[config.mk]
export PLATFORM = sky130hd
export DESIGN_NAME = mux_reg_src_pipe
export DESIGN_NICKNAME = d
export VERILOG_FILES = /design/src/rtl/mux_reg_src_pipe.sv
export SDC_FILE = /design/constraint.sdc
export NUM_CORES = 1
export LEC_CHECK = 0
export ABC_CLOCK_PERIOD_IN_PS = 1900
export CORE_UTILIZATION = 39
export CTS_CLUSTER_DIAMETER = 50
export DETAILED_ROUTE_END_ITERATION = 10
export HOLD_SLACK_MARGIN = 0.05
export PLACE_DENSITY = 0.78
export SYNTH_ARGS = -nofsm -noshare
export SYNTH_HDL_FRONTEND = slang
export SYNTH_SLANG_ARGS = --single-unit
export TNS_END_PERCENT = 10
[constraint.sdc]
create_clock -name clk -period 1.9 [get_ports clk]
set_input_delay 0.19 -clock clk [delete_from_list [all_inputs] [get_ports clk]]
set_output_delay 0.19 -clock clk [all_outputs]
set_load 0.01 [all_outputs]
[src/rtl/mux_reg_src_pipe.sv]
// Write-back source selector: picks one of NUM_IN channels or a constant and
// holds the result in a 2-entry in-order skid buffer with valid/ready on both sides.
module mux_reg_src_pipe #(
  parameter int unsigned DATA_W = 32,
  parameter int unsigned NUM_IN = 7,
  parameter int unsigned SEL_W  = 3,
  parameter logic [DATA_W-1:0] DEFAULT_VAL = DATA_W'(227)
) (
  input  logic                     clk,
  input  logic                     reset_n,
  input  logic                     in_valid,
  output logic                     in_ready,
  input  logic [SEL_W-1:0]         sel,
  input  logic [NUM_IN*DATA_W-1:0] data_in,
  output logic                     out_valid,
  input  logic                     out_ready,
  output logic [DATA_W-1:0]        data_out,
  output logic [SEL_W-1:0]         out_sel,
  output logic                     sel_err,
  input  logic                     err_clr
);

  typedef enum logic [1:0] {StEmpty, StOne, StFull} state_e;

  state_e              state_q, state_d;
  logic                in_ready_q, in_ready_d;
  logic [DATA_W-1:0]   head_data_q, head_data_d;
  logic [SEL_W-1:0]    head_sel_q, head_sel_d;
  logic [DATA_W-1:0]   tail_data_q, tail_data_d;
  logic [SEL_W-1:0]    tail_sel_q, tail_sel_d;
  logic                sel_err_q, sel_err_d;

  logic [DATA_W-1:0]   sel_val;
  logic                sel_oob;
  logic                push;
  logic                pop;

  // Channel k (1-based) lives at data_in[k*DATA_W-1 -: DATA_W]; code 0 is the constant.
  always_comb begin
    sel_val = DEFAULT_VAL;
    for (int k = 1; k <= int'(NUM_IN); k++) begin
      if (sel == SEL_W'(k)) begin
        sel_val = data_in[(k-1)*DATA_W +: DATA_W];
      end
    end
  end

  assign sel_oob   = (sel > SEL_W'(NUM_IN));
  assign out_valid = (state_q != StEmpty);
  assign push      = in_valid & in_ready_q;
  assign pop       = out_valid & out_ready;

  always_comb begin
    state_d     = state_q;
    head_data_d = head_data_q;
    head_sel_d  = head_sel_q;
    tail_data_d = tail_data_q;
    tail_sel_d  = tail_sel_q;
    case (state_q)
      StEmpty: begin
        if (push) begin
          head_data_d = sel_val;
          head_sel_d  = sel;
          state_d     = StOne;
        end
      end
      StOne: begin
        if (push && pop) begin
          head_data_d = sel_val;
          head_sel_d  = sel;
        end else if (push) begin
          tail_data_d = sel_val;
          tail_sel_d  = sel;
          state_d     = StFull;
        end else if (pop) begin
          state_d = StEmpty;
        end
      end
      StFull: begin
        // in_ready is low here, so only a pop can happen.
        if (pop) begin
          head_data_d = tail_data_q;
          head_sel_d  = tail_sel_q;
          state_d     = StOne;
        end
      end
      default: state_d = StEmpty;
    endcase
  end

  assign in_ready_d = (state_d != StFull);

  // A fresh out-of-range accept wins over a same-cycle clear.
  always_comb begin
    sel_err_d = sel_err_q;
    if (push && sel_oob) begin
      sel_err_d = 1'b1;
    end else if (err_clr) begin
      sel_err_d = 1'b0;
    end
  end

  always_ff @(posedge clk or negedge reset_n) begin
    if (!reset_n) begin
      state_q     <= StEmpty;
      in_ready_q  <= 1'b1;
      head_data_q <= '0;
      head_sel_q  <= '0;
      tail_data_q <= '0;
      tail_sel_q  <= '0;
      sel_err_q   <= 1'b0;
    end else begin
      state_q     <= state_d;
      in_ready_q  <= in_ready_d;
      head_data_q <= head_data_d;
      head_sel_q  <= head_sel_d;
      tail_data_q <= tail_data_d;
      tail_sel_q  <= tail_sel_d;
      sel_err_q   <= sel_err_d;
    end
  end

  assign in_ready = in_ready_q;
  assign data_out = head_data_q;
  assign out_sel  = head_sel_q;
  assign sel_err  = sel_err_q;

endmodule

### Word-level counts from Yosys, hierarchy flattened

Index checks and enable logic that the tools add are counted.

| word-level totals | value |
|---|---|
| bits of input ports | 232 |
| word-level logic and storage cells | 55 |
| output and inout bits | 38 |
| register bits after elaboration | 74 |

| operators by class | value |
|---|---|
| bitwise gates (word level) | 3 |
| order comparisons | 1 |
| reduce and logical (&&, ||, !) cells | 8 |
| equal/unequal tests | 13 |
| mux-type cells | 23 |

Operator list:

| cell | count |
|---|---|
| $mux 32 | 10 |
| $pmux 32 s3 | 1 |
| $eq 3x3->1 const B | 4 |
| $mux 2 | 5 |
| $mux 3 | 3 |
| $pmux 3 s3 | 1 |
| $ne 2x2->1 const B | 4 |
| $eq 3x2->1 const B | 2 |
| $pmux 2 s3 | 1 |
| $reduce_and 4->1 | 1 |
| $reduce_bool 2->1 | 2 |
| $eq 3x1->1 const B | 1 |
| $gt 3x3->1 const B | 1 |
| $reduce_and 3->1 | 1 |
| $reduce_bool 3->1 | 1 |
| $and 1x1->1 | 2 |
| $eq 2x1->1 const B | 1 |
| $eq 2x2->1 const B | 1 |
| $logic_and 1x1->1 | 2 |
| $logic_not 2->1 | 1 |
| $mux 1 | 2 |
| $not 1->1 | 1 |

### Depth between registers and ports, before layout

Gate-level depths: netlist (run 1).

| logic depth | value |
|---|---|
| depth in word-level cells | 10 |
| depth in mapped cells | 8 |
| mapped depth without buffers | 4 |

### Worst setup path before layout (run 1)

Ideal clock, no wire load.

| path | value |
|---|---|
| kind | register to register |
| from | register in_ready_q (netlist: in_ready) |
| to | register tail_data_q[10] |
| buffers on the path | 3 |
| setup slack | 0.346 ns |
| stages on the path, launching flop included | 8 |
| setup time | 0.134 ns |
| data arrival time | 1.420 ns |
| cell sequence | dfstp_2 -> and3b_1 -> buf_2 -> nand2_1 -> buf_2 -> buf_2 -> nand2_1 -> o31ai_2 |

| between the ends | value |
|---|---|
| cells in the longest elaborated chain, start to end | 4 |

RTL lines:

| item | line | source |
|---|---|---|
| start, declared | 26 | `logic in_ready_q, in_ready_d;` |
| start signal, assigned | 114 | `in_ready_q <= in_ready_d;` |
| $and 1x1->1 * | 50 | `assign push = in_valid & in_ready_q;` |
| $logic_and 1x1->1 | 68 | `if (push && pop) begin` |
| $not 1->1 (no line) | -- |  |
| $reduce_and 3->1 (no line) * | -- |  |
| end signal, assigned | 117 | `tail_data_q <= tail_data_d;` |
| end, declared | 29 | `logic [DATA_W-1:0] tail_data_q, tail_data_d;` |

Every way passes the cells marked *; elsewhere a longest branch is shown, timed or not.
A chain may end at the register's enable or synchronous reset.

### Final worst setup path (run 1)

| path | value |
|---|---|
| from | register state_q[1] |
| to | output out_valid |

| between the ends | value |
|---|---|
| cells in the longest elaborated chain, start to end | 1 |

RTL lines:

| item | line | source |
|---|---|---|
| start, declared | 25 | `state_e state_q, state_d;` |
| start signal, assigned | 105 | `state_q <= StEmpty;` |
| start signal, assigned | 113 | `state_q <= state_d;` |
| $reduce_bool 2->1 | 49 | `assign out_valid = (state_q != StEmpty);` |
| end, declared | 15 | `output logic out_valid,` |

No other way between the ends.

==> results of run 1 <==
synthesized netlist by cell type (all sizes together):
cell	count
a211o	1
a211oi	1
a21boi	1
a21o	1
a21oi	40
a221o	23
a221oi	20
a22oi	1
a31oi	3
and2	2
and2b	1
and3b	2
and4b	19
buf	38
clkbuf	17
dfrtp	73
dfstp	1
inv	10
mux2	25
mux2i	67
nand2	55
nand2b	5
nand3	4
nand3b	1
nand4b	8
nand4bb	7
nor2	26
nor2b	6
nor3	3
o2111ai	14
o211ai	5
o21a	7
o21ai	46
o221a	1
o221ai	1
o22a	7
o22ai	1
o2bb2ai	1
o31ai	8
o32ai	4
or2	1
or3	1
cell usage in the layout, fill, tap and decap left out, types with 9 or more instances in the layout:
master	instances
sky130_fd_sc_hd__a21oi_1	40
sky130_fd_sc_hd__a221o_1	23
sky130_fd_sc_hd__a221oi_1	20
sky130_fd_sc_hd__and4b_1	19
sky130_fd_sc_hd__buf_4	26
sky130_fd_sc_hd__clkbuf_16	9
sky130_fd_sc_hd__clkdlybuf4s50_1	265
sky130_fd_sc_hd__dfrtp_1	73
sky130_fd_sc_hd__inv_1	9
sky130_fd_sc_hd__mux2_1	17
sky130_fd_sc_hd__mux2i_1	67
sky130_fd_sc_hd__nand2_1	53
sky130_fd_sc_hd__nor2_1	26
sky130_fd_sc_hd__o2111ai_1	14
sky130_fd_sc_hd__o21ai_1	45
final cells by class:
class / instances / area share (%)
Sequential cell: 74 / 21.7
Clock inverter: 7 / 0.967
Tap cell: 176 / 2.58
Inverter: 10 / 0.440
Clock buffer: 9 / 2.64
Multi-Input combinational cell: 419 / 36.7
Timing Repair Buffer: 300 / 35.0
stage by stage:
step                      instance area, um2  power (uW)  setup TNS [ns]  std cells
after floorplan                         5360        4360               0        558
after global routing                    8540        8420               0        995
after global placement                  8220        6110         -0.0206        978
after detailed placement                8220        6230          -0.225        978
final                                   8540        7980               0        995
after CTS                               8540        7980               0        995
state kept, by name, indices dropped and copies added, names as in the netlist:
signal	cells
state_q	2
data_out	32
sel_err	1
out_sel	3
in_ready	1
tail_sel_q	3
tail_data_q	32
final timing paths:
check / start / endpoint / slack, ns
worst max-delay path: state_q[1] / out_valid / 0.12
worst min-delay path: reset_n / sel_err / 0.31
worst max register to register: state_q[0] / data_out[0] / 0.12
worst min register to register: tail_data_q[4] / tail_data_q[4] / 0.48
max in group asynchronous: reset_n / in_ready / 0.95
min in group clk: err_clr / sel_err / 0.39
timing repair:
action / CTS / global route
hold buffers: 1 / 0
buffers inserted: 0 / 0
setup endpoints to repair: 0 / 1
endpoints found under the hold margin: 25 / 0
worst max-delay path, cell delays in order, from the launching register on:
cell and delay, ns:
sky130_fd_sc_hd__dfrtp_1 0.47, sky130_fd_sc_hd__or2_2 0.32, sky130_fd_sc_hd__clkdlybuf4s50_1 0.47
report_power, final:
| part | total [uW] | leakage (uW) | internal, uW | switching, uW |
|---|---|---|---|---|
| Combinational | 3460 | 0.00257 | 1900 | 1570 |
| Clock | 1740 | 0.000151 | 1040 | 706 |
| Sequential | 2770 | 0.000899 | 2310 | 457 |
per-layer routing:
metal	routed length [um]	share of wire (%)
met5	0	0
met1	8460	43
met3	1110	5.6
met4	471	2.4
met2	9800	49
kinds of logic after synthesis:
group                  Yosys count
muxes                           92
DFF                             74
and+or+nand+nor                141
AOI/OAI and AO/OA              186
buffers and inverters           65
==> run summary, run 1 <==
GLOBAL ROUTING
--------------------------------------------------------------------------------------------------------
Most heavily used metal layer in global routing ...........................................         met2
Vias in the first global route ............................................................         5838
GR Util met1 ..............................................................................        37.7%
Maximum number of pins on one net before global-route repair ..............................           52
Routing usage on met3 .....................................................................        4.12%
Global-route met2 utilization .............................................................        46.5%
Global route total overflow ...............................................................            0
Global-route usage over all layers ........................................................        28.2%
Initial antenna violation count ...........................................................            0
First-pass GRT wire length ................................................................     31200 um

POWER
--------------------------------------------------------------------------------------------------------
Power per unit of standard cell area ......................................................   934 mW/mm2
Leakage power figure ......................................................................   0.00362 uW
Max IR drop VDD ...........................................................................     0.534 mV

TIMING
--------------------------------------------------------------------------------------------------------
Worst-case setup margin in the final layout ...............................................     0.121 ns
Final Cycle Share .........................................................................        93.6%
Final critical delay including setup and external delays ..................................      1.78 ns
RSZ-0062 raised after global routing ......................................................           no
Total setup violations reported at the end of the flow ....................................            0
Worst hold slack after final layout .......................................................     0.314 ns
Count of final max-slew check failures ....................................................            0
Slew at the pin with the worst max-slew slack .............................................      1.06 ns
Endpoints failing hold ....................................................................            0
Maximum achievable frequency ..............................................................    0.562 GHz
Worst max-slew margin expressed relative to the limit .....................................        28.7%
Clock skew ................................................................................   0.00697 ns

LOGIC SYNTHESIS
--------------------------------------------------------------------------------------------------------
Average instance area after synthesis .....................................................     9.60 um2
Register area share after synthesis .......................................................        34.6%
Total standard cell area after synthesis ..................................................  0.00536 mm2
Dominant combinational cell family by area after synthesis ................................ compound AO/OA/AOI/OAI gates
Biggest area consumer among synthesized cells ............................................. sky130_fd_sc_hd__dfrtp_1
Post-synthesis instance total .............................................................          558
Post-synth top area share .................................................................        34.1%
Share of the synthesized area in compound gates (AO/OA/AOI/OAI) ...........................        25.2%
Number of synthesized register bits .......................................................           74
Synth top area cells ...................................................................... sky130_fd_sc_hd__dfrtp_1 34%, sky130_fd_sc_hd__mux2i_1 13%, sky130_fd_sc_hd__a221o_1 4.3%
Distinct cell type count of the synthesized netlist .......................................           56
Mux contribution to synthesized area ......................................................        17.8%
Share of synthesized cell area in full adder, half adder and majority cells ...............           0%
Simple-gate share of the synthesized area .................................................        15.5%
Xor and xnor area share after synthesis ...................................................           0%
Synthesized netlist net count .............................................................          790
Yosys warning count .......................................................................            0

FLOORPLANNING
--------------------------------------------------------------------------------------------------------
Core box area .............................................................................   0.0133 mm2
Floorplan die height ......................................................................       119 um
Row cnt ...................................................................................           42
Overall die width .........................................................................       119 um
Ports placed on the boundary ..............................................................          270
Initial standard-cell utilization of the core .............................................        40.3%
DIE AREA ..................................................................................   0.0142 mm2

PLACEMENT
--------------------------------------------------------------------------------------------------------
Number of input and output port buffers inserted ..........................................          269
HPWL reported at the end of detailed placement ............................................     15600 um
Routability cong. .........................................................................        0.892
Setup slack after placement ...............................................................   -0.0521 ns

WORST SETUP PATH
--------------------------------------------------------------------------------------------------------
Worst Path Max Fanout .....................................................................            6
Required time of the worst setup path .....................................................      1.71 ns
Critical Path Source Type .................................................................         flop
Endpoint class of the critical path .......................................................  output port
Length in cells of the worst reg-to-reg path ..............................................            4
Startpoint-to-endpoint class of the critical path .........................................   reg -> out
Arrival time at the worst endpoint ........................................................      1.59 ns

ROUTING
--------------------------------------------------------------------------------------------------------
First-iteration detailed-routing DRC count ................................................          504
DRC violation count after routing .........................................................            0
Detailed-router iteration count before antenna repair .....................................            5
Total wirelength of the detailed-routed design ............................................     19800 um
Vias after detailed routing ...............................................................         5682
Per-cell via count in the routed design ...................................................         5.71
WL/cell ...................................................................................      19.9 um
Remaining antenna violation count .........................................................            0

JOB
--------------------------------------------------------------------------------------------------------
Reported max-cap violation count ..........................................................            0

CLOCK NETWORK
--------------------------------------------------------------------------------------------------------
Post-CTS clock slew at the launch and capture registers of the worst setup and hold paths .      0.06 ns
Clock root buffer master .................................................................. sky130_fd_sc_hd__clkbuf_16
Latest clock arrival within the worst-skew pair ...........................................      0.34 ns
Number of CTS-inserted buffers ............................................................            9
Maximum clock insertion buffer count ......................................................            2
Clock sink count ..........................................................................           74
Total of cells resized after clock tree synthesis .........................................            0
TritonCTS clock tree ......................................................................          yes
CTS H-Tree Depth ..........................................................................            3

FINAL LAYOUT
--------------------------------------------------------------------------------------------------------
Share of cells above drive strength 1 .....................................................        9.16%
Area of the multi-input gates .............................................................  0.00313 mm2
Area added between synthesis and finish ...................................................        59.4%
Utilization of the core after routing .....................................................        64.2%
Flip-flop and latch area ..................................................................  0.00185 mm2
Final layout net count ....................................................................         1046
Number of diodes added for antenna fixing .................................................            0
Layout fillers ............................................................................         1079

HOLD PATH
--------------------------------------------------------------------------------------------------------
Worst min-delay path category .............................................................  in -> async

OUTCOME
--------------------------------------------------------------------------------------------------------
Status .................................................................................... finished, final reports clean

No activity file was read; power rests on OpenSTA's default activity.
==> inputs of run 2 (changes only) <==
--- a/config.mk
+++ b/config.mk
@@ -11,6 +11,7 @@
 export DETAILED_ROUTE_END_ITERATION = 10
 export HOLD_SLACK_MARGIN = 0.05
 export PLACE_DENSITY = 0.78
+export SLEW_MARGIN = 20
 export SYNTH_ARGS = -nofsm -noshare
 export SYNTH_HDL_FRONTEND = slang
 export SYNTH_SLANG_ARGS = --single-unit
==> results of run 2 <==
No change in the layout: final DEF, timing and power equal those of run 1.
==> inputs of run 3 (changes only) <==
==> constraint.sdc (replaced) <==
create_clock -name clk -period 1.9 [get_ports clk]
set_input_delay 0.19 -clock clk [delete_from_list [all_inputs] [get_ports clk]]
set_output_delay 0.19 -clock clk [all_outputs]
set_load 0.02 [all_outputs]
==> run 3 against run 2 <==
  * Via count grew 1.0%
  * Setup slack lost 0.054 ns
  * First-iteration DRC count shrank 6.0%
  * Maximum frequency shrank 2.9%
  * Non-clock buffer count shrank 2
  * Cell count shrank 0.20%
  * Routed wire length grew 0.49%
  * Die area is the same
  * Design area shrank 0.32%
  * Largest power group unchanged
  * Highest routed layer unchanged
  * Hold slack gained 0.0083 ns
  * Sequential share of layout area grew 0.070 points
  * Critical endpoint unchanged
==> run summary, run 3 (same netlist as run 1, synthesis figures left out) <==
WORST SETUP PATH
--------------------------------------------------------------------------------------------------------
Worst Path Max Fanout .....................................................................            9   +3
Critical Path Source Type .................................................................         flop
Delay contributed by the slowest stage of the critical path ...............................      0.53 ns   +0.06 ns
Worst path bufs/invs ......................................................................            1   unchanged
Arrival time at the worst endpoint ........................................................      1.64 ns   +0.05 ns
Length in cells of the worst reg-to-reg path ..............................................            4   unchanged
Library cell contributing the largest single delay on the critical path ................... sky130_fd_sc_hd__clkdlybuf4s50_1
Cell breakdown of the critical path ....................................................... or2_2 > clkdlybuf4s50_1
Reg-to-reg critical path endpoint .........................................................  data_out[5]
Required time of the worst setup path .....................................................      1.71 ns   about the same
Startpoint-to-endpoint class of the critical path .........................................   reg -> out
R2R Setup Slk .............................................................................      0.13 ns   about the same
Startpoint of the worst register-to-register path .........................................     in_ready
Endpoint class of the critical path .......................................................  output port
Cell family contributing the most delay on the critical path .............................. buffers and inverters

TIMING
--------------------------------------------------------------------------------------------------------
Maximum achievable frequency ..............................................................    0.546 GHz   -2.9%
Slew at the pin with the worst max-slew slack .............................................     0.990 ns   -0.0744 ns
Worst max-slew margin expressed relative to the limit .....................................        33.7%   +5.0 points
Post-route setup TNS ......................................................................         0 ns   unchanged
Final critical delay including setup and external delays ..................................      1.83 ns   +0.0537 ns
Total setup violations reported at the end of the flow ....................................            0   unchanged
Count of final max-slew check failures ....................................................            0   unchanged
Final Cycle Share .........................................................................        96.4%   +2.8 points
Clock skew ................................................................................   0.00517 ns   -0.00180 ns
Endpoints failing hold ....................................................................            0   unchanged
RSZ-0062 raised after global routing ......................................................           no

FINAL LAYOUT
--------------------------------------------------------------------------------------------------------
Area added between synthesis and finish ...................................................        58.9%
Area of the multi-input gates .............................................................  0.00313 mm2   unchanged
Highest-count cells in the layout ignoring fill and taps .................................. 265 x sky130_fd_sc_hd__clkdlybuf4s50_1, 73 x sky130_fd_sc_hd__dfrtp_1, 67 x sky130_fd_sc_hd__mux2i_1
Number of diodes added for antenna fixing .................................................            0   unchanged
Commonest non-fill, non-tap cell in the layout ............................................ sky130_fd_sc_hd__clkdlybuf4s50_1
Layout fillers ............................................................................         1107   +2.6%
Final layout net count ....................................................................         1044   -0.19%
Flip-flop and latch area ..................................................................  0.00185 mm2   unchanged
Non-filler instance count after layout ....................................................          993   -0.20%
Share of cells above drive strength 1 .....................................................        8.81%   -0.34 points

CLOCK NETWORK
--------------------------------------------------------------------------------------------------------
Total of cells resized after clock tree synthesis .........................................            0   unchanged
Number of CTS-inserted buffers ............................................................            9   unchanged
Clock root buffer master .................................................................. sky130_fd_sc_hd__clkbuf_16
Clock sink count ..........................................................................           74   unchanged
Total of hold buffers inserted after clock tree synthesis .................................            1   unchanged
TritonCTS clock tree ......................................................................          yes
CTS H-Tree Depth ..........................................................................            3   unchanged
Maximum clock insertion buffer count ......................................................            2   unchanged
Post-CTS clock slew at the launch and capture registers of the worst setup and hold paths .      0.06 ns   about the same
Latest clock arrival within the worst-skew pair ...........................................      0.33 ns   about the same
Post-CTS setup buffer count ...............................................................            0   unchanged

ROUTING
--------------------------------------------------------------------------------------------------------
DRC violation count after routing .........................................................            0   unchanged
Vias after detailed routing ...............................................................         5739   +1.0%
First-iteration detailed-routing DRC count ................................................          474   -6.0%
Per-cell via count in the routed design ...................................................         5.78   +1.2%
Detailed-router iteration count before antenna repair .....................................            7   +2
Remaining antenna violation count .........................................................            0   unchanged
Total wirelength of the detailed-routed design ............................................     19900 um   +0.49%
WL/cell ...................................................................................      20.1 um   +0.70%

GLOBAL ROUTING
--------------------------------------------------------------------------------------------------------
First-pass GRT wire length ................................................................     31400 um   +0.84%
Vias in the first global route ............................................................         5987   +2.6%
Maximum number of pins on one net before global-route repair ..............................           69   +33%
Global-route usage over all layers ........................................................        28.6%   +0.37 points
Global route total overflow ...............................................................            0   unchanged
Initial antenna violation count ...........................................................            0   unchanged

FLOORPLANNING
--------------------------------------------------------------------------------------------------------
Initial standard-cell utilization of the core .............................................        40.3%   unchanged
DIE AREA ..................................................................................   0.0142 mm2   unchanged
Core box area .............................................................................   0.0133 mm2   unchanged
Floorplan die height ......................................................................       119 um   unchanged
Row cnt ...................................................................................           42   unchanged
Ports placed on the boundary ..............................................................          270   unchanged
Overall die width .........................................................................       119 um   unchanged

OUTCOME
--------------------------------------------------------------------------------------------------------
Status .................................................................................... finished, final reports clean

POWER
--------------------------------------------------------------------------------------------------------
Leakage power figure ......................................................................   0.00359 uW   -0.75%
Max IR drop VDD ...........................................................................     0.649 mV   +21%
Power per unit of standard cell area ......................................................   966 mW/mm2   +3.4%

PLACEMENT
--------------------------------------------------------------------------------------------------------
HPWL reported at the end of detailed placement ............................................     15500 um   -0.28%
Routability cong. .........................................................................        0.912   +2.2%
Number of input and output port buffers inserted ..........................................          269   unchanged
Cells after DPL ...........................................................................          976   -0.20%

HOLD PATH
--------------------------------------------------------------------------------------------------------
Worst min-delay path category .............................................................  in -> async

JOB
--------------------------------------------------------------------------------------------------------
Reported max-cap violation count ..........................................................            0   unchanged

run 3: cell types whose count changed in the layout (fill, tap and decap cells not counted):
cell,before,now
sky130_fd_sc_hd__clkinv_4,3,0
sky130_fd_sc_hd__clkinvlp_4,0,3
sky130_fd_sc_hd__buf_4,26,24
sky130_fd_sc_hd__inv_6,3,1
sky130_fd_sc_hd__clkbuf_1,0,1
sky130_fd_sc_hd__clkinv_2,0,1
run 3: area by class of cell:
cell class / count / area share (%)
Clock buffer: 10 / 2.69
Multi-Input combinational cell: 419 / 36.8
Timing Repair Buffer: 298 / 34.9
Inverter: 10 / 0.441
Tap cell: 176 / 2.59
Clock inverter: 6 / 0.779
Sequential cell: 74 / 21.8
run 3: worst max path at each step:
stage | startpoint | end | cells past startpoint | slack (ns)
2_1_floorplan | in_ready | tail_data_q[10] | 7 | 0.30
3_3_place_gp | out_ready | data_out[13] | 4 | -0.09
3_5_place_dp | out_ready | data_out[13] | 4 | -0.10
4_1_cts | state_q[0] | out_valid | 2 | 0.06
5_1_grt | in_ready | data_out[6] | 4 | 0.01
6_report | state_q[0] | out_valid | 2 | 0.07
run 3: per-stage QoR:
stage / utilization [%] / hold WS [ns] / total power [uW] / setup WS, ns / area, um2
after floorplan: - / -0.106 / 4650 / 0.300 / 5360
after global placement: 61.7 / 0.120 / 6410 / -0.0861 / 8210
after detailed placement: 61.7 / 0.126 / 6530 / -0.100 / 8210
after CTS: 64.0 / 0.325 / 8240 / 0.0599 / 8510
after global routing: 64.0 / 0.346 / 8700 / 0.0117 / 8510
final: 64.0 / 0.322 / 8220 / 0.0676 / 8510
run 3: power by group:
group          leakage (uW)  internal (uW)  switching [uW]
Sequential         0.000899           2310             462
Clock              0.000135           1020             665
Combinational       0.00256           1900            1870
Total               0.00359           5230            2990
run 3: metal layers:
layer  vias to the layer above  track usage [%]  part of all wire (%)
li1                       2666                -                     -
met1                      2779             35.8                    42
met2                       251             48.4                    49
met3                        43             5.51                   6.0
met4                         0             11.1                   3.4
met5                         -                0                     0
